**src/rtl/microcode_sequencer_if.sv**
```systemverilog
// microcode_sequencer_if: control word, opcode/branch feedback and memory handshake
// between the microcode sequencer (master) and the RV32I datapath/memory (slave).
interface microcode_sequencer_if #(
    parameter int OPC_W = 7,
    parameter int CNT_W = 32
);
    logic             start;
    logic [OPC_W-1:0] opcode;
    logic             branch_taken;
    logic             mem_ready;
    logic             mem_req;
    logic             mem_we;
    logic             ir_we;
    logic             pc_we;
    logic             rf_we;
    logic [1:0]       pc_sel;
    logic [1:0]       wb_sel;
    logic             alu_src_b;
    logic [1:0]       alu_op;
    logic             instr_done;
    logic [CNT_W-1:0] instr_count;
    logic             halted;

    modport master (
        input  start, opcode, branch_taken, mem_ready,
        output mem_req, mem_we, ir_we, pc_we, rf_we, pc_sel, wb_sel,
               alu_src_b, alu_op, instr_done, instr_count, halted
    );

    modport slave (
        output start, opcode, branch_taken, mem_ready,
        input  mem_req, mem_we, ir_we, pc_we, rf_we, pc_sel, wb_sel,
               alu_src_b, alu_op, instr_done, instr_count, halted
    );
endinterface

```
**src/rtl/microcode_sequencer.sv**
```systemverilog
// microcode_sequencer: multi-cycle RV32I control FSM with memory handshake and retire counter.
// ILLEGAL_TRAP_EN: illegal opcodes enter an absorbing TRAP instead of retiring as a NOP.
module microcode_sequencer #(
    parameter int OPC_W = 7,
    parameter int CNT_W = 32
) (
    input logic                   clk,
    input logic                   rst,
    microcode_sequencer_if.master bus
);
    typedef enum logic [3:0] {
        IDLE, FETCH, DECODE, EXEC, ADDR, MEM_RD, MEM_WR, WB_ALU, WB_MEM,
        BRANCH, JUMP, JALR, LUI, HALT
`ifdef ILLEGAL_TRAP_EN
        , TRAP
`endif
    } state_t;

    localparam logic [6:0] OP_R      = 7'b0110011;
    localparam logic [6:0] OP_IMM    = 7'b0010011;
    localparam logic [6:0] OP_LOAD   = 7'b0000011;
    localparam logic [6:0] OP_STORE  = 7'b0100011;
    localparam logic [6:0] OP_BRANCH = 7'b1100011;
    localparam logic [6:0] OP_JAL    = 7'b1101111;
    localparam logic [6:0] OP_JALR   = 7'b1100111;
    localparam logic [6:0] OP_LUI    = 7'b0110111;
    localparam logic [6:0] OP_SYS    = 7'b1110011;

    state_t           state_q, state_d;
    logic [CNT_W-1:0] count_q, count_d;
    logic [OPC_W-1:0] opc;
    logic [6:0]       op;
    logic             fetch_ok, done;

    assign opc = bus.opcode;
    assign op  = 7'(opc);

    always_comb begin
        state_d = state_q;
        case (state_q)
            IDLE:   state_d = bus.start ? FETCH : IDLE;
            FETCH:  state_d = bus.mem_ready ? DECODE : FETCH;
            DECODE:
                case (op)
                    OP_R, OP_IMM:      state_d = EXEC;
                    OP_LOAD, OP_STORE: state_d = ADDR;
                    OP_BRANCH:         state_d = BRANCH;
                    OP_JAL:            state_d = JUMP;
                    OP_JALR:           state_d = JALR;
                    OP_LUI:            state_d = LUI;
                    OP_SYS:            state_d = HALT;
`ifdef ILLEGAL_TRAP_EN
                    default:           state_d = TRAP;
`else
                    default:           state_d = FETCH;
`endif
                endcase
            EXEC:   state_d = WB_ALU;
            ADDR:   state_d = op == OP_STORE ? MEM_WR : MEM_RD;
            MEM_RD: state_d = bus.mem_ready ? WB_MEM : MEM_RD;
            MEM_WR: state_d = bus.mem_ready ? FETCH : MEM_WR;
            WB_ALU, WB_MEM, BRANCH, JUMP, JALR, LUI: state_d = FETCH;
            default: state_d = state_q;
        endcase
    end

    // DECODE retires on its own cycle for ECALL/EBREAK and for an illegal NOP.
    always_comb begin
        done = !rst && (state_q inside {WB_ALU, WB_MEM, BRANCH, JUMP, JALR, LUI}
            || (state_q == MEM_WR && bus.mem_ready)
            || (state_q == DECODE && (state_d == HALT || state_d == FETCH)));
        count_d = count_q + CNT_W'(done);
    end

    always_ff @(posedge clk) begin
        if (rst) begin
            state_q <= IDLE;
            count_q <= '0;
        end else begin
            state_q <= state_d;
            count_q <= count_d;
        end
    end

    assign fetch_ok        = state_q == FETCH && bus.mem_ready;
    assign bus.mem_req     = state_q inside {FETCH, MEM_RD, MEM_WR};
    assign bus.mem_we      = state_q == MEM_WR;
    assign bus.ir_we       = !rst && fetch_ok;
    assign bus.pc_we       = !rst && (fetch_ok || (state_q == BRANCH && bus.branch_taken)
                             || state_q inside {JUMP, JALR});
    assign bus.rf_we       = !rst && state_q inside {WB_ALU, WB_MEM, JUMP, JALR, LUI};
    assign bus.pc_sel      = state_q inside {BRANCH, JUMP} ? 2'b01 : state_q == JALR ? 2'b10 : 2'b00;
    assign bus.wb_sel      = state_q == WB_MEM ? 2'b01 : state_q inside {JUMP, JALR} ? 2'b10 :
                             state_q == LUI ? 2'b11 : 2'b00;
    assign bus.alu_src_b   = state_q == ADDR || (state_q inside {EXEC, WB_ALU} && op == OP_IMM);
    assign bus.alu_op      = state_q == BRANCH ? 2'b01 : state_q inside {EXEC, WB_ALU} ? 2'b10 : 2'b00;
    assign bus.instr_done  = done;
    assign bus.instr_count = count_q;
`ifdef ILLEGAL_TRAP_EN
    assign bus.halted      = state_q inside {HALT, TRAP};
`else
    assign bus.halted      = state_q == HALT;
`endif
endmodule

```
**src/flat_wrapper.sv**
```systemverilog
// flat-port wrapper written by rule: the top's interface ports become plain ports
module microcode_sequencer_flat 
#(
    parameter int OPC_W = 7,
    parameter int CNT_W = 32
)
  (clk, rst, bus_start, bus_opcode, bus_branch_taken, bus_mem_ready, bus_mem_req, bus_mem_we, bus_ir_we, bus_pc_we, bus_rf_we, bus_pc_sel, bus_wb_sel, bus_alu_src_b, bus_alu_op, bus_instr_done, bus_instr_count, bus_halted);
  microcode_sequencer_if #(.OPC_W(OPC_W), .CNT_W(CNT_W)) bus_i ();
  input logic clk;
  input logic rst;
  input wire logic [$bits(bus_i.start)-1:0] bus_start;
  input wire logic [$bits(bus_i.opcode)-1:0] bus_opcode;
  input wire logic [$bits(bus_i.branch_taken)-1:0] bus_branch_taken;
  input wire logic [$bits(bus_i.mem_ready)-1:0] bus_mem_ready;
  output wire logic [$bits(bus_i.mem_req)-1:0] bus_mem_req;
  output wire logic [$bits(bus_i.mem_we)-1:0] bus_mem_we;
  output wire logic [$bits(bus_i.ir_we)-1:0] bus_ir_we;
  output wire logic [$bits(bus_i.pc_we)-1:0] bus_pc_we;
  output wire logic [$bits(bus_i.rf_we)-1:0] bus_rf_we;
  output wire logic [$bits(bus_i.pc_sel)-1:0] bus_pc_sel;
  output wire logic [$bits(bus_i.wb_sel)-1:0] bus_wb_sel;
  output wire logic [$bits(bus_i.alu_src_b)-1:0] bus_alu_src_b;
  output wire logic [$bits(bus_i.alu_op)-1:0] bus_alu_op;
  output wire logic [$bits(bus_i.instr_done)-1:0] bus_instr_done;
  output wire logic [$bits(bus_i.instr_count)-1:0] bus_instr_count;
  output wire logic [$bits(bus_i.halted)-1:0] bus_halted;
  assign bus_i.start = bus_start;
  assign bus_i.opcode = bus_opcode;
  assign bus_i.branch_taken = bus_branch_taken;
  assign bus_i.mem_ready = bus_mem_ready;
  assign bus_mem_req = bus_i.mem_req;
  assign bus_mem_we = bus_i.mem_we;
  assign bus_ir_we = bus_i.ir_we;
  assign bus_pc_we = bus_i.pc_we;
  assign bus_rf_we = bus_i.rf_we;
  assign bus_pc_sel = bus_i.pc_sel;
  assign bus_wb_sel = bus_i.wb_sel;
  assign bus_alu_src_b = bus_i.alu_src_b;
  assign bus_alu_op = bus_i.alu_op;
  assign bus_instr_done = bus_i.instr_done;
  assign bus_instr_count = bus_i.instr_count;
  assign bus_halted = bus_i.halted;
  microcode_sequencer #(.OPC_W(OPC_W), .CNT_W(CNT_W)) u_core (.clk(clk), .rst(rst), .bus(bus_i));
endmodule
```
**config.mk**
```make
export PLATFORM = sky130hd
export DESIGN_NAME = microcode_sequencer_flat
export DESIGN_NICKNAME = d
export VERILOG_FILES = /design/src/rtl/microcode_sequencer_if.sv /design/src/rtl/microcode_sequencer.sv /design/src/flat_wrapper.sv
export SDC_FILE = /design/constraint.sdc
export NUM_CORES = 1
export LEC_CHECK = 0
export CORE_UTILIZATION = 48
export CTS_CLUSTER_DIAMETER = 100
export DETAILED_ROUTE_END_ITERATION = 10
export HOLD_SLACK_MARGIN = 0.05
export PLACE_DENSITY = 0.8
export SYNTH_ARGS = -nofsm -noshare
export SYNTH_HDL_FRONTEND = slang
export SYNTH_SLANG_ARGS = --single-unit
```
**constraint.sdc**
```tcl
create_clock -name clk -period 3.2 [get_ports clk]
set_input_delay 0.32 -clock clk [delete_from_list [all_inputs] [get_ports clk]]
set_output_delay 0.32 -clock clk [all_outputs]
set_load 0.005 [all_outputs]
```
==> results of run 1 <==
-- sequential cells by signal (all words and copies together), names as in the netlist --
name / count
u_core.bus.instr_count: 32
u_core.state_q: 4
-- cell families after synthesis --
logic type	share of synthesized area
muxes	0.00938
adders and majority gates	0.0117
and+or+nand+nor	0.379
AOI/OAI and AO/OA	0.0985
DFF	0.338
buffers and inverters	0.0445
xor gates and xnor gates	0.119
-- power by group through the flow --
stage | sequential, uW | clock [uW] | combinational, uW
after detailed placement | 467 | 0 | 81.5
after CTS | 457 | 305 | 81.9
after global routing | 459 | 326 | 93.1
after global placement | 467 | 0 | 81.3
after floorplan | 462 | 0 | 46.3
final | 458 | 299 | 85.2
-- path summary, 6_finish.rpt --
check	depth (start not counted)	slack, ns	startpoint	to
setup / recovery	14	0.13	bus_opcode[0]	u_core.bus.instr_count[24]
hold / removal	2	0.54	u_core.bus.instr_count[29]	u_core.bus.instr_count[29]
setup reg to reg	13	0.17	u_core.state_q[0]	u_core.bus.instr_count[24]
hold reg to reg	2	0.54	u_core.bus.instr_count[29]	u_core.bus.instr_count[29]
-- cell type report --
cell class | count | area, um2
tap | 50 | 62.6
fill | 365 | 1190
timing repair buffer | 75 | 711
inverter | 4 | 15.0
clock buffer | 6 | 72.6
clock inverter | 1 | 5.00
sequential | 36 | 724
multi-input combinational | 202 | 1360
-- per-stage QoR --
step | worst slack (ns) | cells | utilization | hold slack (ns)
2_1_floorplan | 0.337 | 258 | - | 0.498
3_3_place_gp | -0.0785 | 366 | 0.679 | 0.511
3_5_place_dp | -0.144 | 366 | 0.679 | 0.534
4_1_cts | 0.0680 | 373 | 0.698 | 0.548
5_1_grt | -0.0637 | 374 | 0.712 | 0.571
6_report | 0.125 | 374 | 0.712 | 0.540
-- cells in the mapped netlist, types with 5 or more instances --
| library cell | count | area share |
|---|---|---|
| clkbuf_1 | 9 | 0.016 |
| dfxtp_1 | 36 | 0.34 |
| xnor2_1 | 17 | 0.070 |
| nand3_1 | 11 | 0.026 |
| nand2b_1 | 7 | 0.021 |
| nand4_1 | 5 | 0.015 |
| nor3_1 | 8 | 0.019 |
| nor2b_1 | 8 | 0.023 |
| nor2_1 | 41 | 0.072 |
| o21ai_0 | 8 | 0.019 |
| nand2_1 | 18 | 0.032 |
| xor2_1 | 12 | 0.049 |
| nor4_2 | 9 | 0.053 |
| a21oi_1 | 7 | 0.016 |
-- critical path, delay by kind of cell --
kind	cells	cell delay [ns]
compound gates	2	0.61
xor+xnor	2	0.30
fa+ha+maj	2	0.38
buf+inv	2	0.63
simple gates	6	1.00
-- metal layers --
metal	vias to the layer above	GRT usage	wire length, um
li1	1036	-	-
met1	946	0.306	2330
met2	57	0.343	2460
met3	7	0.0428	249
met4	0	0.0625	52
met5	-	0	0
-- timing repair --
action / CTS / global route
gates resized for setup: 0 / 11
buffers inserted: 0 / 1
endpoints found under the hold margin: 0 / 0
endpoints found under the setup margin: 0 / 13
==> results.cfg, run 1 <==
[power_and_ir_drop]
p_total_uw = 842
internal_power_uw = 642
pwr-share-comb = 0.101
cellPowerDensity_mw_per_mm2 = 286
sw_frac_of_total = 0.238
seqPwrFrac = 0.544
p_switching_uw = 200
p_leak_uw = 0.00106
clkPwrFrac = 0.355
ir_worst_vdd_mv = 0.225

[final_layout]
final_common_cell = clkdlybuf4s50_1
syn_to_final_growth_pct = 38.2
fin_area_mm2 = 0.00295
final_nets = 338
most-common-layout-cells = 55 x clkdlybuf4s50_1, 41 x nor2_1, 33 x dfxtp_1, 18 x nand2_1, 18 x buf_4
drive_gt1_frac = 0.151
diodes = 0

[global_route]
grt_antenna_before_repair = 0
grt_pass1_vias = 1679
grt_pass1_wl_mm = 7.87
grt-ovfl-total = 0
grt_max_degree = 34
track_usage = 0.220

[synthesis]
netlist_area_mm2 = 0.00213
ys_types = 51
avgSynthCellArea_um2 = 8.27
yosys_most_used_dff = dfxtp_1
yosysSeqAreaShare = 0.338
synth-async-reset-ratio = 0
yosys_warnings = 0
postSynthCellCount = 258
syn-num-nets = 272
synth_edf_count = 0
ys_ff_latch = 36

[route]
route.detailed.drc = 0
drtPass1Iterations = 4
avgRoutedWirePerCell_um = 13.6
ant_nets = 0
via_per_inst = 5.47
routed_wl_mm = 5.10
num_vias = 2046
drt_iter0_drc = 108

[placed_design]
hpwl_mm = 3.63
port_buffers = 57
placed_area_mm2 = 0.00282
gp_congestion = 0.964

[hold_path]
hold_class = register to register

[setup_path]
crit_type = input port to register
crit_arrival_ns = 3.24
required_ns = 3.36
critPathCaptureType = register
crit_fanout = 6
startpoint_type = input port
path_cells = clkdlybuf4s50_1 -> and3b_1 -> o31ai_1 -> nor3_2 -> xnor2_1 -> a41o_1 -> ha_1 -> ha_1 -> nand2_1 -> or2_0 -> buf_4 -> nor4_4 -> xnor2_1 -> nor2_1
cpMaxStageDelayCell = clkdlybuf4s50_1
slowest_delay_ns = 0.45

[clock_tree]
cts_sinks = 36
cts.path.max_buffers = 2
root_buffer = clkbuf_8
clock_latency_ns = 0.28
cts_inserted_buffers = 5
cts_tree = yes
htreeDepth = 2
clkTransAtPathRegs_ns = 0.07
postCtsHoldBufs = 0

[status]
status = finished, final reports clean

[die]
die_h_um = 68.7
ios = 58
rows = 23
die_w_um = 68.7
dieArea_mm2 = 0.00472
core-area_mm2 = 0.00414
start_util = 0.515

[sta]
setup_viol = 0
tightest_slew_ns = 0.706
tns_ns = 0
fmaxAchievable_mhz = 325
fin_skew_ns = 0.00558
period_minus_slack_ns = 3.07
slew_viol_final = 0
hold_viol_final = 0
period_share = 0.961
slew_headroom = 0.528

[run]
max_cap_violations = 0
Power figures use the tool's default switching activity.
==> inputs of run 2 (changes only) <==
--- a/config.mk
+++ b/config.mk
@@ -5,11 +5,11 @@
 export SDC_FILE = /design/constraint.sdc
 export NUM_CORES = 1
 export LEC_CHECK = 0
-export CORE_UTILIZATION = 48
+export CORE_UTILIZATION = 46
 export CTS_CLUSTER_DIAMETER = 100
 export DETAILED_ROUTE_END_ITERATION = 10
 export HOLD_SLACK_MARGIN = 0.05
-export PLACE_DENSITY = 0.8
+export PLACE_DENSITY = 0.77
 export SYNTH_ARGS = -nofsm -noshare
 export SYNTH_HDL_FRONTEND = slang
 export SYNTH_SLANG_ARGS = --single-unit
==> run 2 against run 1 <==
  * Core utilization fell by 1.0 points
  * Non-clock buffer count did not move
  * Cell count up 0.80%
  * First-iteration DRC count rose by 5.6%
  * Total power is 31% higher
  * Routed wire length fell by 1.6%
  * Sequential share of layout area is 1.2 points lower
  * Maximum frequency is 0.62% higher
  * Critical path depth decreased by 5
  * Die area grew 4.2%
  * Worst setup slack better by 0.019 ns
  * Critical path type is now input port to primary output
==> results.cfg, run 2 (synthesized netlist as in run 1, its figures left out) <==
[sta]
slew_headroom = 0.446
tightest_slew_ns = 0.829
tns_ns = 0
period_share = 0.955
fmaxAchievable_mhz = 327
fin_skew_ns = 0.00512
slew_viol_final = 0
holdWs_ns = 0.531
hold_viol_final = 0
setup_viol = 0
period_minus_slack_ns = 3.06

[setup_path]
crit_type = input port to primary output
crit_arrival_ns = 2.74
r2r_start = u_core.state_q[3]
startpoint_type = input port
path_cells = clkdlybuf4s50_1 -> nand4bb_4 -> or3b_2 -> a21oi_2 -> a311oi_2 -> a41o_1 -> buf_4 -> buf_4 -> clkdlybuf4s50_1
reg2reg_slack_ns = 0.18
slowest_delay_ns = 0.58
rr_worst_depth = 13
critPathCaptureType = primary output
cpMaxStageDelayCell = clkdlybuf4s50_1
r2r_end = u_core.bus.instr_count[28]
required_ns = 2.88
crit_fanout = 4

[placed_design]
port_buffers = 57
gp_congestion = 0.894
hpwl_mm = 3.56
placed_area_mm2 = 0.00283

[route]
ant_nets = 0
avgRoutedWirePerCell_um = 13.3
drtPass1Iterations = 4
routed_wl_mm = 5.02
route.detailed.drc = 0
num_vias = 2055
via_per_inst = 5.45
drt_iter0_drc = 114

[die]
dieArea_mm2 = 0.00492
start_util = 0.484
die_w_um = 70.1
die_h_um = 70.1
ios = 58
core-area_mm2 = 0.00441
rows = 24

[power_and_ir_drop]
cellPowerDensity_mw_per_mm2 = 356
ir_worst_vdd_mv = 0.247
p_leak_uw = 0.00114
p_total_uw = 1100

[hold_path]
whs_path_depth = 2
hold_start = u_core.bus.instr_count[6]
min_delay_worst_endpoint = u_core.bus.instr_count[6]
hold_class = register to register

[clock_tree]
clock_latency_ns = 0.29
root_buffer = clkbuf_8
cts.path.max_buffers = 2
htreeDepth = 2
cts_tree = yes
clkTransAtPathRegs_ns = 0.07
cts_sinks = 36
cts_inserted_buffers = 5

[final_layout]
most-common-layout-cells = 55 x clkdlybuf4s50_1, 41 x nor2_1, 34 x dfxtp_1, 17 x nand2_1, 17 x xnor2_1
diodes = 0
largest_register_ffs = 32
fin_area_mm2 = 0.00310
final_common_cell = clkdlybuf4s50_1
drive_gt1_frac = 0.169
final_nets = 338
final_util = 0.702
syn_to_final_growth_pct = 45.1

[status]
status = finished, final reports clean

[global_route]
grt_antenna_before_repair = 0
grt_pass1_vias = 1792
grt_max_degree = 29
grt_pass1_wl_mm = 8.21
grt-ovfl-total = 0
track_usage = 0.204

[run]
max_cap_violations = 0
[run 2: final cells by class]
| cell class | count | area [um2] |
|---|---|---|
| clock buffer | 5 | 68.8 |
| clock inverter | 3 | 90.1 |
| fill | 356 | 1320 |
| inverter | 4 | 15.0 |
| multi-input combinational | 202 | 1410 |
| sequential | 36 | 723 |
| tap | 52 | 65.1 |
| timing repair buffer | 75 | 727 |
[run 2: critical path, delay by kind of cell]
| kind | cells | cell delay [ns] |
|---|---|---|
| compound gates | 3 | 0.51 |
| simple gates | 2 | 0.65 |
| buf+inv | 4 | 1.26 |
[run 2: repair_timing]
item | 4_1_cts | 5_1_grt
endpoints found under the setup margin | 0 | 12
hold buffers | 0 | 0
buffers inserted | 0 | 1
resized for setup | 0 | 19
[run 2: power by group]
group          total [uW]  switching (uW)  internal (uW)
combinational        92.3            44.6           47.6
clock                 554             165            390
sequential            455            5.00            450
[run 2: worst max-delay path by stage]
| stage | start | end | slack, ns |
|---|---|---|---|
| after floorplan | u_core.state_q[3] | u_core.bus.instr_count[28] | 0.34 |
| after global placement | bus_opcode[6] | u_core.bus.instr_count[28] | -0.15 |
| after detailed placement | bus_opcode[2] | u_core.bus.instr_count[30] | -0.23 |
| after CTS | u_core.state_q[2] | u_core.bus.instr_count[30] | 0.03 |
| after global routing | u_core.state_q[3] | u_core.bus.instr_count[28] | -0.02 |
| final | bus_opcode[1] | bus_instr_done | 0.14 |
[run 2: stage by stage]
step	setup slack [ns]	cells
2_1_floorplan	0.337	258
3_3_place_gp	-0.147	368
3_5_place_dp	-0.227	368
4_1_cts	0.0262	376
5_1_grt	-0.0192	377
6_report	0.144	377
[run 2: routing by layer]
metal,vias up,share of wire,GRT usage
met5,-,0,0
met4,0,0.0092,0.0644
met3,4,0.042,0.0505
met2,47,0.46,0.319
met1,963,0.49,0.274
li1,1041,-,-
==> inputs of run 3 (changes only) <==
--- a/config.mk
+++ b/config.mk
@@ -5,11 +5,11 @@
 export SDC_FILE = /design/constraint.sdc
 export NUM_CORES = 1
 export LEC_CHECK = 0
-export CORE_UTILIZATION = 46
+export CORE_UTILIZATION = 48
 export CTS_CLUSTER_DIAMETER = 100
 export DETAILED_ROUTE_END_ITERATION = 10
 export HOLD_SLACK_MARGIN = 0.05
-export PLACE_DENSITY = 0.77
+export PLACE_DENSITY = 0.8
 export SYNTH_ARGS = -nofsm -noshare
 export SYNTH_HDL_FRONTEND = slang
 export SYNTH_SLANG_ARGS = --single-unit
==> results of run 3 <==
The final DEF is identical to that of run 1; final timing and power are the same.
